==> src/rtl/darkriscv_mem_arbiter.sv <==
// darkriscv_mem_arbiter
//   Connects the darkriscv core's separate instruction and data buses to a
//   single-ported memory that uses a req/ack handshake. Each core step runs
//   in a fixed order: first the pending data access (if any), then the
//   instruction fetch (unless the one-entry fetch tag already holds IADDR).
//   After that the core is released (HLT=0) for exactly one cycle. A
//   watchdog aborts any memory access that waits too long for MACK and sets
//   the sticky ERR flag.
//
// Parameters
//   TIMEOUT  max wait cycles in one access before it is aborted (0 = off)
//   ERRDATA  word returned for an aborted read or fetch (RV32I NOP)
//
// Ports
//   CLK, RES         clock (rising edge), asynchronous active-high reset
//   IADDR / IDATA    core fetch address / registered fetched instruction
//   DADDR, DATAO, BE core data address, store data, byte enables
//   WR, RD           core store / load request
//   DATAI            registered load data
//   HLT              core stall; the core advances only on edges with HLT=0
//   MREQ, MWE, MADDR, MBE, MWDATA   memory request side
//   MACK, MRDATA     memory acknowledge and read data
//   ERR              sticky watchdog-abort flag
module darkriscv_mem_arbiter #(
    parameter int unsigned TIMEOUT = 255,
    parameter logic [31:0] ERRDATA = 32'h00000013
) (
    input  logic        CLK,
    input  logic        RES,
    input  logic [31:0] IADDR,
    output logic [31:0] IDATA,
    input  logic [31:0] DADDR,
    input  logic [31:0] DATAO,
    output logic [31:0] DATAI,
    input  logic [3:0]  BE,
    input  logic        WR,
    input  logic        RD,
    output logic        HLT,
    output logic        MREQ,
    output logic        MWE,
    output logic [31:0] MADDR,
    output logic [3:0]  MBE,
    output logic [31:0] MWDATA,
    input  logic        MACK,
    input  logic [31:0] MRDATA,
    output logic        ERR
);

    typedef enum logic [1:0] {
        S_IDLE    = 2'd0,
        S_DATA    = 2'd1,
        S_FETCH   = 2'd2,
        S_RELEASE = 2'd3
    } state_t;

    // Counter just wide enough to hold TIMEOUT; it saturates there.
    localparam int unsigned    WD_W   = (TIMEOUT > 0) ? $clog2(TIMEOUT + 1) : 1;
    localparam logic [WD_W-1:0] WD_MAX = WD_W'(TIMEOUT);

    state_t           state_q, state_d;
    logic [31:0]      idata_q, idata_d;
    logic [31:0]      datai_q, datai_d;
    logic [31:0]      tag_q, tag_d;
    logic             tag_valid_q, tag_valid_d;
    logic             err_q, err_d;
    logic [WD_W-1:0]  wdog_q, wdog_d;
    logic             hlt_q, hlt_d;
    logic             mreq_q, mreq_d;
    logic             mwe_q, mwe_d;

    logic             need_fetch;
    logic             in_access;
    logic             wd_expired;
    logic             step_done;
    logic             wr_hits_tag;
    logic [31:0]      rdata;

    always_comb begin
        need_fetch  = !tag_valid_q || (IADDR != tag_q);
        in_access   = (state_q == S_DATA) || (state_q == S_FETCH);
        // A real MACK on the expiry cycle still wins over the abort.
        wd_expired  = (TIMEOUT != 0) && in_access && !MACK && (wdog_q == WD_MAX);
        step_done   = MACK || wd_expired;
        // Stores into the word currently held as instruction must force a
        // re-fetch (self-modifying code).
        wr_hits_tag = WR && tag_valid_q && (DADDR[31:2] == tag_q[31:2]);
        rdata       = wd_expired ? ERRDATA : MRDATA;
    end

    always_comb begin
        state_d     = state_q;
        idata_d     = idata_q;
        datai_d     = datai_q;
        tag_d       = tag_q;
        tag_valid_d = tag_valid_q;
        err_d       = err_q;

        case (state_q)
            S_IDLE: begin
                if (RD || WR)
                    state_d = S_DATA;
                else if (need_fetch)
                    state_d = S_FETCH;
                else
                    state_d = S_RELEASE;
            end
            S_DATA: begin
                if (step_done) begin
                    if (!WR)
                        datai_d = rdata;
                    if (wr_hits_tag)
                        tag_valid_d = 1'b0;
                    if (wd_expired)
                        err_d = 1'b1;
                    state_d = (wr_hits_tag || need_fetch) ? S_FETCH : S_RELEASE;
                end
            end
            S_FETCH: begin
                if (step_done) begin
                    idata_d     = rdata;
                    tag_d       = IADDR;
                    // An aborted fetch must not be trusted as a tag hit.
                    tag_valid_d = !wd_expired;
                    if (wd_expired)
                        err_d = 1'b1;
                    state_d = S_RELEASE;
                end
            end
            S_RELEASE: state_d = S_IDLE;
            default:   state_d = S_IDLE;
        endcase

        // Watchdog restarts on every state change and never wraps.
        if (state_d != state_q)
            wdog_d = '0;
        else if (in_access && !MACK && (wdog_q != WD_MAX))
            wdog_d = wdog_q + WD_W'(1);
        else
            wdog_d = wdog_q;

        // Control outputs are registered as a decode of the next state.
        hlt_d  = (state_d != S_RELEASE);
        mreq_d = (state_d == S_DATA) || (state_d == S_FETCH);
        mwe_d  = (state_d == S_DATA) && WR;
    end

    always_ff @(posedge CLK or posedge RES) begin
        if (RES) begin
            state_q     <= S_IDLE;
            idata_q     <= '0;
            datai_q     <= '0;
            tag_q       <= '0;
            tag_valid_q <= 1'b0;
            err_q       <= 1'b0;
            wdog_q      <= '0;
            hlt_q       <= 1'b1;
            mreq_q      <= 1'b0;
            mwe_q       <= 1'b0;
        end else begin
            state_q     <= state_d;
            idata_q     <= idata_d;
            datai_q     <= datai_d;
            tag_q       <= tag_d;
            tag_valid_q <= tag_valid_d;
            err_q       <= err_d;
            wdog_q      <= wdog_d;
            hlt_q       <= hlt_d;
            mreq_q      <= mreq_d;
            mwe_q       <= mwe_d;
        end
    end

    // Address/data path: the core holds these inputs stable while HLT=1.
    assign MADDR  = (state_q == S_DATA) ? DADDR : IADDR;
    assign MBE    = (state_q == S_DATA) ? BE : 4'hF;
    assign MWDATA = DATAO;

    assign HLT   = hlt_q;
    assign MREQ  = mreq_q;
    assign MWE   = mwe_q;
    assign IDATA = idata_q;
    assign DATAI = datai_q;
    assign ERR   = err_q;

endmodule

==> config.mk <==
export PLATFORM = sky130hd
export DESIGN_NAME = darkriscv_mem_arbiter
export DESIGN_NICKNAME = d
export VERILOG_FILES = /design/src/rtl/darkriscv_mem_arbiter.sv
export SDC_FILE = /design/constraint.sdc
export NUM_CORES = 1
export LEC_CHECK = 0
export ABC_AREA = 1
export BUFFER_PORTS_ARGS = -buffer_cell sky130_fd_sc_hd__buf_2
export CAP_MARGIN = 10
export CORE_UTILIZATION = 40
export DETAILED_ROUTE_END_ITERATION = 8
export GPL_TIMING_DRIVEN = 1
export HOLD_SLACK_MARGIN = 0.08
export PLACE_DENSITY = 0.79
export SLEW_MARGIN = 20
export SYNTH_ARGS = -nofsm -noshare
export SYNTH_HDL_FRONTEND = slang
export SYNTH_SLANG_ARGS = --single-unit
==> constraint.sdc <==
create_clock -name CLK -period 8.9 [get_ports CLK]
set_clock_uncertainty 0.1 [all_clocks]
set_input_delay 1.78 -clock CLK [delete_from_list [all_inputs] [get_ports CLK]]
set_output_delay 1.78 -clock CLK [all_outputs]
set_load 0.005 [all_outputs]
==> summary.md <==
| Metric | Value |
|---|---|
| Outcome | finished clean |
| ANT cells | 0 |
| Port Buf Inserts | about 210 |
| Slew Limit Fails | 0 |
| Peak VDD IR | 0.0001540 V |
| Mean Syn Cell Area | 7.084 um^2 |
| Critical path class | primary input to primary output |
| Gates resized, CTS repair | 0 |
| GR Util All Layers | between 20% and 30% |
| Seq/Total Area, Yosys | ~45% |
| Met3 Use GR | about 4.5% |
| Actual slew at the worst max-slew pin | 0.8257 ns |
| GR Overflow Total | 0 |
| Met2 usage | between 30% and 40% |
| Final weighted congestion in routability-driven placement | around 0.89 |
| FF-to-FF setup slack | ~5.8 ns |
| Flop pwr share | about 39% |
| Placed cells | approximately 1200 |
| Min-Delay Startpoint | ERR$_DFFE_PP0P_ |
| Antenna Nets Post-Route | 0 |
| Clock power share | between 10% and 20% |
| Top_reg_cell synth | dfrtp_1 |
| Setup violations, final | 0 |
| Hold Buf Count CTS | 0 |
| Total power | between 0.002 and 0.0025 W |
| Synth top area share | 44.41% |
| Max clock buf depth | 2 |
| Synth unique cells | 31 |
| CTS tree | yes |
| Initial DRC count | around 350 |
| Num CTS Buffers | 9 |
| Grt met1 use | roughly 25% |
| Global-route wire length before repair | 26850 um |
| Hold crit path type | register to register |
| Largest net degree at the start of global routing | approximately 70 |
| Die W | around 130 um |
| Buffers & Inverters on Critical Path | 3 |
| CTS root buffer | clkbuf_16 |
| # rows | 45 |
| Top post-synthesis cells by area | dfrtp_1 (44%), nand2_1 (20%), o21ai_0 (11%) |
| Sw Ratio | approximately two fifths |
| Max incr delay on CP | approximately 0.33 ns |
| Synth async-reset ratio | 100.0% |
| Hold Violations, Final | 0 |
| Reg clk slew, reported paths | approximately 0.10 ns |
| Initial Utilization | about two fifths |
| Core Util, Final | approximately half |
| Vias in the first global route | 5600 |
| # nets final | between 1000 and 1500 |
| Die ar. | 16000 um^2 |
| GRT Max-Usage Layer | met2 |
| Max_cap viols | 0 |
| Antenna violations before repair | 1 |
| Hold Path Depth | 2 |
| Cell area after synthesis | about 6200 um^2 |
| Worst Reg2Reg Path Length in Cells | 9 |
| Drt pass-1 iters | 5 |
| Yosys warns | 0 |
| Worst slew margin | 44.96% |
| Drc violations | 0 |
| Cell breakdown of the critical path | buf_2, inv_1, o21ai_0, buf_2 |
| Most common cell in the netlist | nand2_1 |
| Sw power | around 0.00094 W |
| Unrepaired setup endpoints after global routing | no |
| Share of cells above drive strength 1 | between 20% and 30% |
| Req. time, crit path | 7.02 ns |
| Setup Buffers After CTS | 0 |
| Worst r2r src | state_q[0]$_DFF_PP0_ |
| # IOs | between 200 and 300 |
| DR WL/cell | 13.66 um |
| Wirelength, routed | ~17000 um |
| Core Region | around 15000 um^2 |
| Clock latency on the worst-skew pair | ~0.36 ns |
| Layout overhead on the synthesized area | 20.87% |
| Post-Syn Instances | slightly below 900 |
| Die height | ~130 um |
| PwrDens | ~300 nW/um^2 |
| Critical-path top delay cell | o21ai_0 |
| Final setup TNS | 0 ns |
| CTS sink cnt | 111 |
| WHS Endpoint | ERR$_DFFE_PP0P_ |
| CP top delay family | buffers and inverters |
| HPWL after DPL | between 10000 and 15000 um |
| Max Fclk | about 230 MHz |
| Syn Nets | just over 1000 |
| Critical Path AT | 2.48 ns |
| RR Endpoint | IDATA[10]$_DFFE_PP0P_ |
| Finished Layout Cells | 1227 |
| Logic gate share of total power | a little over two fifths |
| Period minus WS final | around 4.4 ns |
| # fillers | around 1500 |
| Critical Path Most Common Cell | buf_2 |
| CP startpoint kind | primary input |
| WHS | between 0.3 and 0.4 ns |
| Area leader, netlist | dfrtp_1 |
| CP max FO | 3 |
| CP endpoint kind | primary output |
| Routed vias | between 5000 and 6000 |
| Number of synthesized flops with an enable pin | 0 |
| Power Internal | 0.001314 W |
| Post-synth top cells | nand2_1 (326), o21ai_0 (139), inv_1 (119), dfrtp_1 (110), nor2_1 (51) |
| P_leak | approximately 4.2 nW |
| Final Cycle Share | between 40 and 50% |
| Htree depth | 3 |
| Vias/cell | slightly below 5 |
| Flops & latches, synth | approximately 110 |
[logic make-up (layout without fill, tap and decap cells)]
kind of cell               after synthesis  count (layout)  synth area share, %
DFF                                    111             111                44.83
adders and majority gates                6               6                1.211
buffers and inverters                  182             346                13.00
and+or+nand+nor                        409             409                26.44
xor gates and xnor gates                13              13                1.837
AOI/OAI and AO/OA                      154             154                12.68
[worst reg2reg max path, stage by stage, from the launching register on]
cell and delay [ns]:
dfrtp_1 0.44, inv_1 0.11, ha_1 0.30, nand2_1 0.07, inv_1 0.07, nand3_4 0.36, nand2_4 0.15, nand2_4 0.43
buf_4 0.63, o21ai_0 0.27
[power by group through the flow]
stage          combinational (W)  clock (W)  sequential [W]
2_1_floorplan           0.000577          0        0.000865
3_3_place_gp            0.000929          0        0.000864
3_5_place_dp            0.000963          0        0.000868
4_1_cts                 0.000962   0.000438        0.000865
5_1_grt                  0.00110   0.000459        0.000896
6_report                0.000953   0.000429        0.000868
[per-stage QoR]
step	worst slack [ns]	cell area, um^2
6_report	4.542	7492
5_1_grt	4.496	7492
4_1_cts	4.429	7473
3_5_place_dp	4.485	7147
3_3_place_gp	4.474	7147
2_1_floorplan	4.091	6198
[cell usage in the layout, fill, tap and decap left out, types with 2 or more instances in the layout]
master,n
o21ai_0,139
nand2_4,2
buf_4,2
dfrtp_1,110
nand3_1,14
inv_1,118
xnor2_1,9
nor3_1,2
nand4_1,2
clkinv_8,4
nor2_1,51
ha_1,5
or2_2,4
nand3_4,2
xor2_1,4
nand2_1,325
buf_2,208
nor2_2,2
o21ai_1,10
clkbuf_16,9
[registers in the layout (all words and copies together), names as in the netlist]
name and flops:
wdog_q 8, ERR 1, state_q 2, MWE 1, HLT 1, DATAI 32, tag_valid_q 1, IDATA 32
MREQ 1, tag_q 32
[metal layers]
layer  share of wire, %  vias up  wire length, um
met1                 43     2682             7156
met3                6.3       39             1060
met5              0.048        -                8
met4                2.9        2              478
met2                 48      211             8052
li1                   -     2975                -
[how the worst max path moves through the flow]
stage / start / to / slack (ns) / cells after the start
floorplan: RES / DATAI[0]$_DFFE_PP0P_ / 4.09 / 1
global placement: IADDR[29] / MADDR[29] / 4.47 / 4
detailed placement: MACK / DATAI[22]$_DFFE_PP0P_ / 4.49 / 8
CTS: state_q[1]$_DFF_PP0_ / MBE[2] / 4.43 / 5
global route: IADDR[29] / MADDR[29] / 4.50 / 4
finish: IADDR[29] / MADDR[29] / 4.54 / 4
[layout make-up]
| class | count | area, um^2 | share of cell area (%) |
|---|---|---|---|
| multi-input combinational | 582 | 2643 | 35.27 |
| tap | 188 | 235.2 | 3.140 |
| sequential | 111 | 2779 | 37.09 |
| clock inverter | 7 | 101.3 | 1.353 |
| inverter | 120 | 452.9 | 6.045 |
| timing repair buffer | 210 | 1056 | 14.09 |
| clock buffer | 9 | 225.2 | 3.006 |
No activity file was read; power rests on OpenSTA's default activity.
